### src/rtl/ps2_scancode_rx.sv
// PS/2 keyboard receiver: synchronise and de-glitch the raw clock/data pair, frame
// 11-bit serial words, and fold E0/F0 prefixes into single key make/break events.

module ps2_glitch_filter #(
    parameter int FILTER_LEN = 8
) (
    input  logic clk_sys,
    input  logic reset_n,
    input  logic raw_i,
    output logic level_o
);
    localparam int CW = (FILTER_LEN > 2) ? $clog2(FILTER_LEN) : 1;

    logic [1:0]    sync_q, sync_d;
    logic [CW-1:0] cnt_q, cnt_d;
    logic          level_q, level_d;

    always_comb begin
        // NOTE: every always_comb output gets a default first so no path infers a latch.
        sync_d  = {sync_q[0], raw_i};
        cnt_d   = '0;
        level_d = level_q;
        if (sync_q[1] != level_q) begin
            if (cnt_q == CW'(FILTER_LEN - 1)) begin
                level_d = sync_q[1];
            end else begin
                cnt_d = cnt_q + CW'(1);
            end
        end
    end

    // Presetting to 1 models an idle bus, so reset never fakes a falling edge.
    always_ff @(posedge clk_sys) begin
        if (!reset_n) begin
            sync_q  <= 2'b11;
            cnt_q   <= '0;
            level_q <= 1'b1;
        end else begin
            // NOTE: state registers use non-blocking assignments so every flop samples pre-edge values.
            sync_q  <= sync_d;
            cnt_q   <= cnt_d;
            level_q <= level_d;
        end
    end

    assign level_o = level_q;
endmodule

module ps2_scancode_rx #(
    parameter int FILTER_LEN = 8,
    parameter int TIMEOUT    = 50000
) (
    input  logic       clk_sys,
    input  logic       reset_n,
    input  logic       ps2_clk,
    input  logic       ps2_data,
    output logic       key_strobe,
    output logic       key_pressed,
    output logic       key_extended,
    output logic [7:0] key_code,
    output logic       frame_err
);
    localparam int TW = (TIMEOUT > 2) ? $clog2(TIMEOUT) : 1;
    localparam logic [TW-1:0] TMO_LAST = TW'(TIMEOUT - 1);

    typedef enum logic [1:0] {ST_IDLE, ST_SHIFT, ST_CHECK} state_t;

    logic          clk_f, data_f, fall;
    logic          clk_prev_q;
    state_t        state_q, state_d;
    logic [3:0]    bitcnt_q, bitcnt_d;
    logic [7:0]    shift_q, shift_d;
    logic          parity_q, parity_d, stop_q, stop_d;
    logic [TW-1:0] tmo_q, tmo_d;
    logic          ext_q, ext_d, brk_q, brk_d;
    logic          strobe_q, strobe_d, err_q, err_d;
    logic          pressed_q, pressed_d, extended_q, extended_d;
    logic [7:0]    code_q, code_d;
    logic          frame_ok;

    ps2_glitch_filter #(.FILTER_LEN(FILTER_LEN)) u_clk_filt (
        .clk_sys(clk_sys), .reset_n(reset_n), .raw_i(ps2_clk),  .level_o(clk_f)
    );
    ps2_glitch_filter #(.FILTER_LEN(FILTER_LEN)) u_data_filt (
        .clk_sys(clk_sys), .reset_n(reset_n), .raw_i(ps2_data), .level_o(data_f)
    );

    assign fall     = clk_prev_q & ~clk_f;
    assign frame_ok = (^shift_q ^ parity_q) & stop_q;

    always_comb begin
        state_d    = state_q;
        bitcnt_d   = bitcnt_q;
        shift_d    = shift_q;
        parity_d   = parity_q;
        stop_d     = stop_q;
        tmo_d      = tmo_q;
        ext_d      = ext_q;
        brk_d      = brk_q;
        strobe_d   = 1'b0;
        err_d      = 1'b0;
        pressed_d  = pressed_q;
        extended_d = extended_q;
        code_d     = code_q;
        unique case (state_q)
            ST_IDLE: begin
                if (fall) begin
                    if (!data_f) begin
                        state_d  = ST_SHIFT;
                        bitcnt_d = '0;
                        tmo_d    = '0;
                    end else begin
                        err_d = 1'b1;
                    end
                end
            end
            ST_SHIFT: begin
                if (tmo_q == TMO_LAST) begin
                    err_d   = 1'b1;
                    ext_d   = 1'b0;
                    brk_d   = 1'b0;
                    state_d = ST_IDLE;
                end else if (fall) begin
                    tmo_d    = '0;
                    bitcnt_d = bitcnt_q + 4'd1;
                    if (bitcnt_q < 4'd8) begin
                        shift_d = {data_f, shift_q[7:1]};
                    end else if (bitcnt_q == 4'd8) begin
                        parity_d = data_f;
                    end else begin
                        stop_d  = data_f;
                        state_d = ST_CHECK;
                    end
                end else begin
                    tmo_d = tmo_q + TW'(1);
                end
            end
            ST_CHECK: begin
                state_d = ST_IDLE;
                if (!frame_ok) begin
                    err_d = 1'b1;
                    ext_d = 1'b0;
                    brk_d = 1'b0;
                end else begin
                    case (shift_q)
                        8'hE0: ext_d = 1'b1;
                        8'hF0: brk_d = 1'b1;
                        // Keyboard housekeeping replies, never key codes.
                        8'h00, 8'hAA, 8'hE1, 8'hEE, 8'hFA, 8'hFE, 8'hFF: begin
                            ext_d = 1'b0;
                            brk_d = 1'b0;
                        end
                        default: begin
                            strobe_d   = 1'b1;
                            code_d     = shift_q;
                            pressed_d  = ~brk_q;
                            extended_d = ext_q;
                            ext_d      = 1'b0;
                            brk_d      = 1'b0;
                        end
                    endcase
                end
            end
            default: state_d = ST_IDLE;
        endcase
    end

    always_ff @(posedge clk_sys) begin
        if (!reset_n) begin
            clk_prev_q <= 1'b1;
            state_q    <= ST_IDLE;
            bitcnt_q   <= '0;
            shift_q    <= '0;
            parity_q   <= 1'b0;
            stop_q     <= 1'b0;
            tmo_q      <= '0;
            ext_q      <= 1'b0;
            brk_q      <= 1'b0;
            strobe_q   <= 1'b0;
            err_q      <= 1'b0;
            pressed_q  <= 1'b0;
            extended_q <= 1'b0;
            code_q     <= 8'h00;
        end else begin
            clk_prev_q <= clk_f;
            state_q    <= state_d;
            bitcnt_q   <= bitcnt_d;
            shift_q    <= shift_d;
            parity_q   <= parity_d;
            stop_q     <= stop_d;
            tmo_q      <= tmo_d;
            ext_q      <= ext_d;
            brk_q      <= brk_d;
            strobe_q   <= strobe_d;
            err_q      <= err_d;
            pressed_q  <= pressed_d;
            extended_q <= extended_d;
            code_q     <= code_d;
        end
    end

    assign key_strobe   = strobe_q;
    assign key_pressed  = pressed_q;
    assign key_extended = extended_q;
    assign key_code     = code_q;
    assign frame_err    = err_q;
endmodule

### config.mk
export PLATFORM = sky130hd
export DESIGN_NAME = ps2_scancode_rx
export DESIGN_NICKNAME = d
export VERILOG_FILES = /design/src/rtl/ps2_scancode_rx.sv
export SDC_FILE = /design/constraint.sdc
export NUM_CORES = 1
export LEC_CHECK = 0
export ABC_AREA = 1
export CORE_ASPECT_RATIO = 0.6
export CORE_UTILIZATION = 50
export CTS_CLUSTER_SIZE = 14
export DETAILED_ROUTE_END_ITERATION = 10
export PLACE_DENSITY = 0.68
export SETUP_SLACK_MARGIN = 0.5
export SLEW_MARGIN = 5
export SYNTH_ARGS = -nofsm -noshare
export SYNTH_HDL_FRONTEND = slang
export SYNTH_HIERARCHICAL = 1
export SYNTH_SLANG_ARGS = --single-unit
### constraint.sdc
create_clock -name clk_sys -period 2.6 [get_ports clk_sys]
set_clock_uncertainty 0.15 [all_clocks]
set_input_delay 0.39 -clock clk_sys [delete_from_list [all_inputs] [get_ports clk_sys]]
set_output_delay 0.39 -clock clk_sys [all_outputs]
set_load 0.05 [all_outputs]
== Word-level counts from Yosys, hierarchy flattened ==
Cells that the tools add are included.

* Output and inout port bits: 12
* Bits in registers: 59

* Add/subtract/negate cells: 4
* Reduce and logical (&&, ||, !) cells: 20
* Equality and inequality tests: 26
* Muxes and demuxes: 30
* Bitwise operators: 12
* $lt $le $gt $ge: 1

{| class="wikitable"
|+ Operators with widths
! cell !! count
|-
| $eq 8x8->1 const B || 8
|-
| $mux 16 || 4
|-
| $pmux 16 s2 || 1
|-
| $reduce_and 5->1 || 4
|-
| $add 16x1->16 const B || 1
|-
| $eq 16x16->1 const B || 1
|-
| $mux 4 || 4
|-
| $ne 3x3->1 const B || 5
|-
| $mux 2 || 6
|-
| $reduce_and 3->1 || 4
|-
| $ne 2x2->1 const B || 5
|-
| $not 1->1 || 9
|-
| $reduce_or 9->1 || 1
|-
| $logic_not 8->1 || 1
|-
| $mux 1 || 8
|-
| $pmux 1 s2 || 4
|-
| $pmux 4 s2 || 1
|-
| $reduce_and 4->1 || 2
|-
| $reduce_xor 8->1 || 1
|-
| $add 3x1->3 const B || 2
|-
| $eq 3x3->1 const B || 2
|-
| $reduce_or 3->1 || 2
|-
| $add 4x1->4 const B || 1
|-
| $eq 4x4->1 const B || 1
|-
| other kinds (11) || 15
|}

== Longest topological paths before layout ==
* Depth in word-level cells: 6
* Gate-level depth with buffers: 13
* Mapped depth without buffers: 13

== Cells and area by module ==
Netlist, hierarchy kept.

{| class="wikitable"
|+ Modules (own cells, without submodules)
! module !! area each (µm²) !! cells an instance !! instances
|-
| ps2_scancode_rx || 2,710.1 || 394 || 1
|-
| ps2_glitch_filter || 221.5 || 24 || 2
|}

== Worst setup path before layout ==
Ideal clock, no wire load.

* Path type: register to register
* Start point: register shift_q[2]
* End point: register code_q[1] (netlist: key_code[1])
* Arrival time: 1.646 ns
* Cell stages (with the launch flop): 14
* Path buffers: 1
* Slack: 0.690 ns
* Data required time: 2.336 ns
* Library setup time: 0.114 ns
* Cell sequence: dfxtp_1 > inv_1 > ha_1 > inv_1 > nand2_1 > nand2_1 > nand2_1 > nand3_1 > nand2_1 > nor2_1 > nand2_1 > buf_2 > o21ai_1 > nor2_1

* Cells in the longest elaborated chain, start to end: 4
* Elaborated cells on any way between the ends: 15
* Classes of those cells: eq/ne (8); bitwise (3); reduce/logical (4)

{| class="wikitable"
|+ Ends and longest elaborated chain
! item !! line !! text
|-
| from (decl) || 72 || <nowiki>logic [7:0] shift_q, shift_d;</nowiki>
|-
| from (signal assigned) || 188 || <nowiki>shift_q <= shift_d;</nowiki>
|-
| $eq 8x8->1, or another cell as far along || 145 || <nowiki>case (shift_q)</nowiki>
|-
| $reduce_or 9->1 (no line) / $xor 1x1->1 (equally long branches) || n/a ||
|-
| $not 1->1 (no line) / $and 1x1->1 (equally long branches) || n/a ||
|-
| $reduce_and 3->1 (no line) * || n/a ||
|-
| to (signal assigned) || 198 || <nowiki>code_q <= code_d;</nowiki>
|-
| to (decl) || 78 || <nowiki>logic [7:0] code_q, code_d;</nowiki>
|}

Mark *: on every way between the ends. The rest lies on a longest branch, timed or not.
A chain may end at the register's enable or synchronous reset.

== Worst setup path after layout ==
* Start point: register code_q[6] (netlist: key_code[6])
* End point: output port key_code[6]

{| class="wikitable"
|+ RTL lines
! item !! line !! text
|-
| to (decl) || 60 || <nowiki>output logic [7:0] key_code,</nowiki>
|}

No word-level cell between the ends.

==> impl_results.md <==
* Status: finished clean
* Worst-case reg-to-reg path depth at 12
* CTS buffer count at 9
* WL/cell at 12.86 um
* RSZ-0062 raised after global routing: no
* Area growth, synth to finish at 17.46%
* Post-Synthesis Cells at 442
* PwrDens at about 470 nW/um2
* Cell taking the most area after synthesis: dfxtp_1
* WP data required at 2.06 ns
* Grt ovf at 0
* Critical path's largest stage delay at just over 0.8 ns
* Vias per std cell at 5.114
* Core area at 5833 um2
* Fin Setup TNS at 0 ns
* Crit path from: key_code[6]
* Antenna violations before repair at 0
* Largest net degree at the start of global routing at 22
* # clock sinks at 59
* CP delay by family, top: buffers and inverters
* LEAKAGE at 1.496 nW
* Reg-to-reg critical path startpoint: shift_q[7]
* Yosys warnings at 6
* Place WS at 0.2399 ns
* CP max FO at 2
* Most frequent cells in the layout: 86 x nand2_1, 62 x nor2_1, 59 x inv_1
* # setup viols final at 0
* Crit start category: flip-flop
* Iteration count of the initial detailed-routing pass at 5
* Hold Vio Cnt, Final at 0
* Tightest Hold Check Type: reg -> reg
* WL final at a little over 7000 um
* Max VDD drop at approximately 0.28 mV
* Sequential area share after synthesis at between 30% and 40%
* Worst path depth at 1
* Worst setup endpoint: key_code[6]
* First-pass GRT wire length at 12250 um
* Avg Inst Size Synth at 7.134 um2
* CTS tree: built
* H-tree Lvls at 3
* Fin crit share at 79.23%
* I/O pin count at 16
* Diode count at 0
* Slowest CP cell: clkdlybuf4s50_1
* Hold Buf Count CTS at 0
* Layout cells sized above 1 at ~16%
* Crit path capture type: output port
* Nets at just under 500
* R2R setup slack at 0.63 ns
* Flip-flop and latch area at 1196 um2
* Clock buffer depth at 2
* DR DRC count at 0
* FF+latch count, synth at 59
* Vias in the first global route at around 2500
* Routed Antenna Nets at 0
* Vias at ~2800
* Total track usage at 24.00%
* Final Max Slew Viols at 0
* Multi-input logic area at 1744 um2
* Crit Path Class: reg -> out
* Slew margin rel. at 65.27%
* Net Count, Synth at 466
* HPWL Detailed at 5273 um
* Port Buffers at 15
* Synth top area share at between 30% and 40%
* Cell chain of the critical path: clkdlybuf4s50_1
* Final WS setup at ~0.54 ns
* Initial core utilization at around 54%
* Max Freq at 0.4854 GHz
* CP Buf/Inv Count at 1
* Reg2Reg Capture Point: key_code[2]
* Synth cell types at 36
* Site row count at 21
* Gp weighted congestion at 0.8484
* Worst-margin pin slew at just over 0.5 ns
* Worst-path clk slew at ~0.080 ns
* Mapped Area at 3153 um2
* Largest cells by area after synthesis: dfxtp_1 37%, nand2_1 10%, ha_1 7.9%, nor2_1 7.6%, inv_1 7.0%
* Clock latency on the worst-skew pair at 0.35 ns
* Maxcap violations at 0
* # fillers at roughly 520
* DIE AREA at 6638 um2
* WP data arrival at 1.52 ns
* Clk root buf: clkbuf_8
* Commonest non-fill, non-tap cell in the layout: nand2_1
* 1st-iter DRT viols at 244
* Final Critical Period at 2.060 ns
* Die width at 104.5 um
* Chip height at 63.51 um
-- per-layer routing --
layer	up-vias	global-route usage [%]	routed length, um
li1	1478	-	-
met1	1237	35.86	3775
met2	108	31.46	2650
met3	15	7.453	606
met4	0	8.571	108
met5	-	0	0
-- cells by family (layout without fill, tap and decap cells) --
logic type      count (synthesis)  after routing  share of synthesized area [%]
compound gates                 57             57                          9.643
xor+xnor                        3              3                         0.8335
fa+ha+maj                      20             20                          7.937
buf+inv                        74            106                          9.801
flops                          59             59                          37.46
simple gates                  229            230                          34.33
-- sequential cells by signal, summed over array words and instances (netlist names) --
register	cells
ext_q	1
u_clk_filt/cnt_q	3
key_strobe	1
key_pressed	1
u_data_filt/level_o	1
parity_q	1
u_data_filt/sync_q	2
u_clk_filt/sync_q	2
u_data_filt/cnt_q	3
shift_q	8
key_extended	1
stop_q	1
u_clk_filt/level_o	1
key_code	8
state_q	2
tmo_q	16
brk_q	1
bitcnt_q	4
frame_err	1
clk_prev_q	1
-- worst min-delay path by stage --
stage | slack [ns] | from | to | cells after the start
2_1_floorplan | 0.24 | u_clk_filt/sync_q[0] | u_clk_filt/sync_q[1] | 1
3_3_place_gp | 0.25 | u_clk_filt/sync_q[0] | u_clk_filt/sync_q[1] | 1
3_5_place_dp | 0.25 | u_data_filt/sync_q[0] | u_data_filt/sync_q[1] | 1
4_1_cts | 0.27 | u_data_filt/cnt_q[0] | u_data_filt/cnt_q[0] | 1
5_1_grt | 0.28 | u_data_filt/sync_q[0] | u_data_filt/sync_q[1] | 1
6_report | 0.27 | u_data_filt/cnt_q[0] | u_data_filt/cnt_q[0] | 1
-- synthesized netlist by cell type --
cell	n
a31o_2	1
nand3_4	3
o21ai_0	8
nand3_1	28
nor2_1	64
o21ai_2	1
nor4_1	1
inv_2	4
nor3b_1	1
nor3_1	5
a21oi_1	26
buf_4	1
nand4_1	15
or2_2	4
o21bai_1	4
inv_4	1
nand3b_1	1
ha_1	20
xnor2_1	2
nand3_2	4
clkbuf_1	3
or2_0	1
nor2_4	3
a31oi_1	1
inv_1	59
nand2_1	88
nor2_2	6
buf_1	1
o21ai_1	16
buf_2	1
xor2_1	1
nand2_4	1
clkinv_2	1
buf_6	3
dfxtp_1	59
nand2_2	4
-- through the flow --
stage          hold slack [ns]  util (%)  area (um2)  instances  power, mW
2_1_floorplan           0.2425         -        3153        442     0.9527
3_3_place_gp            0.2478     58.07        3387        534     0.9671
3_5_place_dp            0.2522     58.07        3387        534     0.9679
4_1_cts                 0.2709     61.52        3588        551      1.758
5_1_grt                 0.2848     63.49        3704        555      1.799
6_report                0.2658     63.49        3704        555      1.735
-- worst register-to-register path: stages (launching register included) --
cell	delay (ns)
dfxtp_4	0.39
inv_1	0.08
ha_4	0.28
inv_1	0.05
nand2_1	0.08
nand3_1	0.09
nand3_2	0.11
nand2_2	0.07
nor2_4	0.18
nand2_4	0.15
inv_4	0.12
nor2_1	0.05
nor2_1	0.11
-- power by group --
group | switching [mW] | internal [mW]
Clock | 0.430 | 0.361
Combinational | 0.0244 | 0.0152
Sequential | 0.00156 | 0.902
-- repair_timing --
action,4_1_cts,5_1_grt
gates resized for setup,5,22
hold endpoints to repair,0,0
gates cloned,1,1
setup endpoints to repair,11,13
buffers inserted,0,3
pin swaps,1,4
-- cell type report --
class                      count  share of cell area [%]
clock buffer                   9                   3.345
timing repair inverter         1                  0.1689
tap                           80                   2.703
sequential                    59                   32.30
multi-input combinational    310                   47.09
timing repair buffer          24                   5.878
clock inverter                 7                   1.622
inverter                      65                   6.892
(Power assumes the default switching activity.)
